**config.mk**
```make
export PLATFORM = sky130hd
export DESIGN_NAME = uart_tx_fifo_flat
export DESIGN_NICKNAME = d
export VERILOG_FILES = /design/src/rtl/uart_tx_if.sv /design/src/rtl/uart_tx_fifo.sv /design/src/flat_wrapper.sv
export SDC_FILE = /design/constraint.sdc
export NUM_CORES = 1
export LEC_CHECK = 0
export CAP_MARGIN = 20
export CORE_MARGIN = 4
export CORE_UTILIZATION = 60
export CTS_BUF_LIST = sky130_fd_sc_hd__clkbuf_2
export CTS_CLUSTER_DIAMETER = 80
export DETAILED_ROUTE_END_ITERATION = 8
export PLACE_DENSITY = 0.82
export SLEW_MARGIN = 10
export SYNTH_ARGS = -nofsm -noshare
export SYNTH_HDL_FRONTEND = slang
export SYNTH_SLANG_ARGS = --single-unit
export TNS_END_PERCENT = 1
```
**constraint.sdc**
```tcl
create_clock -name clk -period 4.3 [get_ports clk]
set_input_delay 0.86 -clock clk [delete_from_list [all_inputs] [get_ports clk]]
set_output_delay 0.86 -clock clk [all_outputs]
set_load 0.01 [all_outputs]
```
**src/rtl/uart_tx_if.sv**
```systemverilog
// CPU-side byte handshake into the UART transmitter FIFO.
// The master offers a byte with tx_valid; the transmitter accepts it
// on any clock where tx_ready is also high.
interface uart_tx_if;
    logic [7:0] tx_data;
    logic       tx_valid;
    logic       tx_ready;

    modport master (output tx_data, output tx_valid, input tx_ready);
    modport slave  (input tx_data, input tx_valid, output tx_ready);
endinterface

```
**src/rtl/uart_tx_fifo.sv**
```systemverilog
// UART transmitter with a small TX FIFO: 8N1 frames, LSB first.
// Each bit is held for baud+1 clocks. The divisor is captured when a
// frame is loaded, so a change only affects the following frame.
// Frames queued in the FIFO go out back-to-back with no idle gap.
// Build option: define UART_TX_PARITY_EN to insert an even-parity bit
// between data[7] and the stop bit (11-bit frames instead of 10).
module uart_tx_fifo #(
    parameter int DEPTH = 4
) (
    input  logic                     clk,
    input  logic                     rst,
    input  logic [12:0]              baud,
    uart_tx_if.slave                 tx_if,
    output logic                     TX,
    output logic                     busy,
    output logic [$clog2(DEPTH):0]   fifo_cnt
);

    localparam int AW = $clog2(DEPTH);
    localparam int CW = AW + 1;
`ifdef UART_TX_PARITY_EN
    localparam int NBITS = 11;
`else
    localparam int NBITS = 10;
`endif
    localparam logic [3:0] LAST_BIT = 4'(NBITS - 1);

    typedef enum logic {IDLE, XMIT} state_t;

    state_t             state_q, state_d;
    logic [7:0]         mem_q [DEPTH];
    logic [AW-1:0]      wptr_q, wptr_d, rptr_q, rptr_d;
    logic [CW-1:0]      cnt_q, cnt_d;
    logic [NBITS-1:0]   shreg_q, shreg_d;
    logic [12:0]        baud_q, baud_d;
    logic [12:0]        baud_cnt_q, baud_cnt_d;
    logic [3:0]         bit_cnt_q, bit_cnt_d;
    logic               ready, push, pop, load, shift;

    // Frame image, bit 0 goes out first: start(0), data LSB first, [parity], stop(1).
    function automatic logic [NBITS-1:0] make_frame(input logic [7:0] d);
`ifdef UART_TX_PARITY_EN
        return {1'b1, ^d, d, 1'b0};
`else
        return {1'b1, d, 1'b0};
`endif
    endfunction

    assign ready          = (cnt_q != CW'(DEPTH));
    assign push           = tx_if.tx_valid && ready;
    assign pop            = load;
    assign tx_if.tx_ready = ready;

    // The line is the LSB of the shift register; it rests at all ones when idle,
    // so TX comes straight from a flop and reset forces it high at once.
    assign TX       = shreg_q[0];
    assign busy     = (state_q == XMIT);
    assign fifo_cnt = cnt_q;

    // Next state: decide when to load a new frame and when to advance a bit.
    always_comb begin
        state_d = state_q;
        load    = 1'b0;
        shift   = 1'b0;
        case (state_q)
            IDLE: begin
                if (cnt_q != '0) begin
                    load    = 1'b1;
                    state_d = XMIT;
                end
            end
            XMIT: begin
                if (baud_cnt_q == '0) begin
                    if (bit_cnt_q == LAST_BIT) begin
                        // Stop bit complete: chain the next frame or fall idle.
                        if (cnt_q != '0) begin
                            load = 1'b1;
                        end else begin
                            shift   = 1'b1;
                            state_d = IDLE;
                        end
                    end else begin
                        shift = 1'b1;
                    end
                end
            end
            default: state_d = IDLE;
        endcase
    end

    // Frame datapath: shift register, captured divisor and bit timing counters.
    always_comb begin
        shreg_d    = shreg_q;
        baud_d     = baud_q;
        baud_cnt_d = baud_cnt_q;
        bit_cnt_d  = bit_cnt_q;
        if (load) begin
            shreg_d    = make_frame(mem_q[rptr_q]);
            baud_d     = baud;
            baud_cnt_d = baud;
            bit_cnt_d  = '0;
        end else if (shift) begin
            shreg_d    = {1'b1, shreg_q[NBITS-1:1]};
            baud_cnt_d = baud_q;
            bit_cnt_d  = bit_cnt_q + 4'd1;
        end else if (state_q == XMIT) begin
            baud_cnt_d = baud_cnt_q - 13'd1;
        end
    end

    // FIFO pointer and occupancy update; simultaneous push and pop keep the count.
    always_comb begin
        wptr_d = push ? wptr_q + 1'b1 : wptr_q;
        rptr_d = pop  ? rptr_q + 1'b1 : rptr_q;
        case ({push, pop})
            2'b10:   cnt_d = cnt_q + 1'b1;
            2'b01:   cnt_d = cnt_q - 1'b1;
            default: cnt_d = cnt_q;
        endcase
    end

    // FSM state register.
    always_ff @(posedge clk or posedge rst) begin
        if (rst) state_q <= IDLE;
        else     state_q <= state_d;
    end

    // Control and frame registers; reset abandons any frame and empties the FIFO.
    always_ff @(posedge clk or posedge rst) begin
        if (rst) begin
            shreg_q    <= '1;
            baud_q     <= '0;
            baud_cnt_q <= '0;
            bit_cnt_q  <= '0;
            wptr_q     <= '0;
            rptr_q     <= '0;
            cnt_q      <= '0;
        end else begin
            shreg_q    <= shreg_d;
            baud_q     <= baud_d;
            baud_cnt_q <= baud_cnt_d;
            bit_cnt_q  <= bit_cnt_d;
            wptr_q     <= wptr_d;
            rptr_q     <= rptr_d;
            cnt_q      <= cnt_d;
        end
    end

    // FIFO storage; contents are only meaningful between the pointers.
    always_ff @(posedge clk) begin
        if (push) mem_q[wptr_q] <= tx_if.tx_data;
    end

endmodule
```
**src/flat_wrapper.sv**
```systemverilog
// flat-port wrapper written by rule: the top's interface ports become plain ports
module uart_tx_fifo_flat 
#(
    parameter int DEPTH = 4
)
  (clk, rst, baud, TX, busy, fifo_cnt, tx_if_tx_data, tx_if_tx_valid, tx_if_tx_ready);
  uart_tx_if tx_if_i ();
  input  logic clk;
  input  logic rst;
  input  logic [12:0] baud;
  output logic TX;
  output logic busy;
  output logic [$clog2(DEPTH):0] fifo_cnt;
  input wire logic [$bits(tx_if_i.tx_data)-1:0] tx_if_tx_data;
  input wire logic [$bits(tx_if_i.tx_valid)-1:0] tx_if_tx_valid;
  output wire logic [$bits(tx_if_i.tx_ready)-1:0] tx_if_tx_ready;
  assign tx_if_i.tx_data = tx_if_tx_data;
  assign tx_if_i.tx_valid = tx_if_tx_valid;
  assign tx_if_tx_ready = tx_if_i.tx_ready;
  uart_tx_fifo #(.DEPTH(DEPTH)) u_core (.clk(clk), .rst(rst), .baud(baud), .tx_if(tx_if_i), .TX(TX), .busy(busy), .fifo_cnt(fifo_cnt));
endmodule
```
==> impl_results.md <==
* Max cap viols at 0
* CP required at 4.75 ns
* Cells along the critical path: or4_4 -> nor3_1 -> a31oi_2 -> inv_2 -> ha_1 -> inv_1 -> fa_1 -> xor2_1 -> nor2_1 -> xor2_1
* Clock share of power at 20.0%
* Critical Path Fanout Max at 7
* Via count at 2419
* CTS buffer count at 9
* Die H at 85.3 um
* Hold bufs inserted after CTS at 0
* Seq cells post-synth at 79
* Most common cell after layout, fill and taps aside: nand2_1
* Seq/Total Area, Yosys at 60.0%
* Reg power frac at 54.2%
* DR top layer: met4
* Final worst-path setup slack at 1.42 ns
* Unrepaired setup endpoints after global routing: false
* Resize count post-CTS at 0
* Vias per cell at 5.99
* I/O Buffers at 29
* Syn_area_per_cell at 12.1 um^2
* Setup slack, reg-to-reg at 1.42 ns
* Net switching power at 0.000746 W
* FILL cells at 380
* Antenna Nets Post-Route at 0
* Clock-pin slew on the worst setup and hold paths at 0.23 ns
* Area Overhead vs Synth at 13.8%
* Net Sw Frac at 33.9%
* Worst r2r src: u_core.baud_cnt_q[4]
* Data arrival, critical path at 3.33 ns
* Global route overflow at 0
* CP endpoint kind: register
* Final Max Slew Viols at 0
* Initial Util at 63.5%
* Setup TNS at 0 ns
* Cells after synthesis at 297
* Min cycle time layout at 2.88 ns
* Critical path class: reg -> reg
* Slowest CP cell: or4_4
* ANT cells at 0
* CP delay by family, top: simple AND/OR/NAND/NOR gates
* R2r endpoint: u_core.fifo_cnt[2]
* Met2 WL at 3440 um
* Fin crit share at 67.0%
* Int Pwr at 0.00145 W
* Total wire length at 7050 um
* Met1 wire length at 3070 um
* Pre-CTS setup slack at 1.47 ns
* Worst clock skew at 0.0288 ns
* Hold Vio Cnt, Final at 0
* Syn Nets at 330
* WP buf/inv at 2
* Fmax at 0.347 GHz
* Hold Slack at 0.511 ns
* Yosys Warn Count at 0
* Die area at 7270 um^2
* Synth async-reset ratio at 59.5%
* Tot GR Track Use at 21.0%
* Cell area after layout at 4080 um^2
* Cell Area, Placed at 3920 um^2
* Number of global-route vias before repair at 2442
* Max stage delay on crit path at 0.60 ns
* WL met3 at 396 um
* Total core area at 5640 um^2
* Storage cell area at 2150 um^2
* Setup violations, final at 0
* Post-synth EDFFs at 32
* Area of the multi-input gates at 1310 um^2
* GPL Wtd Cong at 0.832
* Worst Hold Launch: u_core.baud_q[0]
* VDD IR-drop max at 0.375 mV
* Clock Sinks at 79
* Most frequent cells in the layout: nand2_1 (41), dfrtp_1 (38), edfxtp_1 (32)
* Io pins at 30
* CTS max path bufs at 2
* Ratio of cells with drive above 1 in the final layout at 13.6%
* Power per cell area at 540 nW/um^2
* Min-Delay Path Class: reg -> reg
* WHS Path Cells at 2
* Syn Std Cell Area at 3580 um^2
* Outcome: completed
* Pwr Total at 0.00220 W
* Synth cell types at 48
* Buffer count from post-CTS setup fixing at 0
* Relative slew slack at 57.5%
* Post-DP HPWL at 4770 um
* Most used cell, CP: xor2_1
* Largest net degree at the start of global routing at 48
* Critical Path Start Type: register
* Drt wl/cell at 17.4 um
* Row cnt at 27
* DR DRC count at 0
* Synth top area share at 26.8%
* Slew @ Worst Pin at 0.637 ns
* DR iter-0 viols at 188
* Final net count at 360
* Antenna violations before repair at 0
* First-pass GRT wire length at 12000 um
* H-Tree Depth at 3
* Area leader, netlist: edfxtp_1
* Clock latency on the worst-skew pair at 0.52 ns
* Top cells by area, synth: edfxtp_1 (27%), dfrtp_1 (27%), dfstp_2 (6.6%), mux4_2 (5.0%), nand2_1 (4.3%)
* Clock Tree Root: clkbuf_2
* Comb pwr share at 25.8%
* Die Wd at 85.3 um
* Primary FF master, synth: dfrtp_1
* Worst-case reg-to-reg path depth at 10
* First-pass DRT Iterations at 5
* Leakage at 1.67 nW
* TritonCTS clock tree: built
* Hold EP: u_core.baud_q[0]
worst max-delay path by stage:
| stage | from | end | slack [ns] | depth (start not counted) |
|---|---|---|---|---|
| 6_report | u_core.baud_cnt_q[4] | u_core.fifo_cnt[2] | 1.42 | 10 |
| 4_1_cts | u_core.baud_cnt_q[4] | u_core.fifo_cnt[2] | 1.44 | 10 |
| 5_1_grt | u_core.baud_cnt_q[4] | u_core.fifo_cnt[2] | 1.25 | 10 |
| 3_5_place_dp | u_core.baud_cnt_q[4] | u_core.fifo_cnt[2] | 1.47 | 10 |
| 3_3_place_gp | u_core.baud_cnt_q[4] | u_core.fifo_cnt[2] | 1.60 | 10 |
| 2_1_floorplan | u_core.baud_cnt_q[4] | u_core.fifo_cnt[2] | 1.27 | 12 |
cells in the mapped netlist (4+ instances only):
master	n
a22o_1	7
and3_1	4
inv_1	17
dfrtp_1	38
a21oi_1	6
ha_1	8
nor3_1	7
nor2_1	20
edfxtp_1	32
o41ai_1	4
a21o_1	9
mux4_2	8
clkbuf_1	6
a31oi_1	6
nand2_1	41
dfstp_2	9
o21ai_0	15
xnor2_1	9
metal layers:
metal  global-route usage (%)  up-vias
met5                        0        -
met4                     8.06        0
met3                     3.69       13
met2                     32.7       72
met1                     29.5     1187
li1                         -     1147
cell type report:
class,instances,area share (%)
clock inverters,7,2.12
well taps,72,2.21
multi-input cells,187,32.2
repair buffers,32,7.98
clock buffers,9,1.11
inverters,18,1.66
flip-flops and latches,79,52.7
power by group through the flow:
stage               registers, W  logic, W  clock network [W]
floorplan                0.00114  0.000427                  0
global placement         0.00119  0.000541                  0
detailed placement       0.00121  0.000563                  0
CTS                      0.00119  0.000570           0.000444
global route             0.00122  0.000641           0.000482
finish                   0.00119  0.000567           0.000440
kinds of logic after synthesis:
group           after synthesis  synth area share, %
compound gates               64                 12.3
simple gates                 91                 11.9
xor+xnor                     11                 2.69
fa+ha+maj                     9                 3.35
flops                        79                 60.0
buf+inv                      31                 3.56
mux                          12                 6.18
worst min-delay path, cell delays in order, from the launching register on:
cell and delay (ns):
dfrtp_1 0.39, nand2_1 0.05, nand2_1 0.06
through the flow:
step                      instances  utilization (%)
after floorplan                 297                -
final                           404             72.2
after global placement          387             69.5
after CTS                       403             71.9
after global routing            404             72.2
after detailed placement        387             69.5
registers in the layout, indices dropped and copies added (netlist names):
name               cells
u_core.rptr_q          2
u_core.bit_cnt_q       4
u_core.fifo_cnt        3
u_core.baud_cnt_q     13
u_core.baud_q         13
u_core.wptr_q          2
u_core.shreg_q         9
u_core.mem_q          32
u_core.busy            1
(Power assumes the default switching activity.)
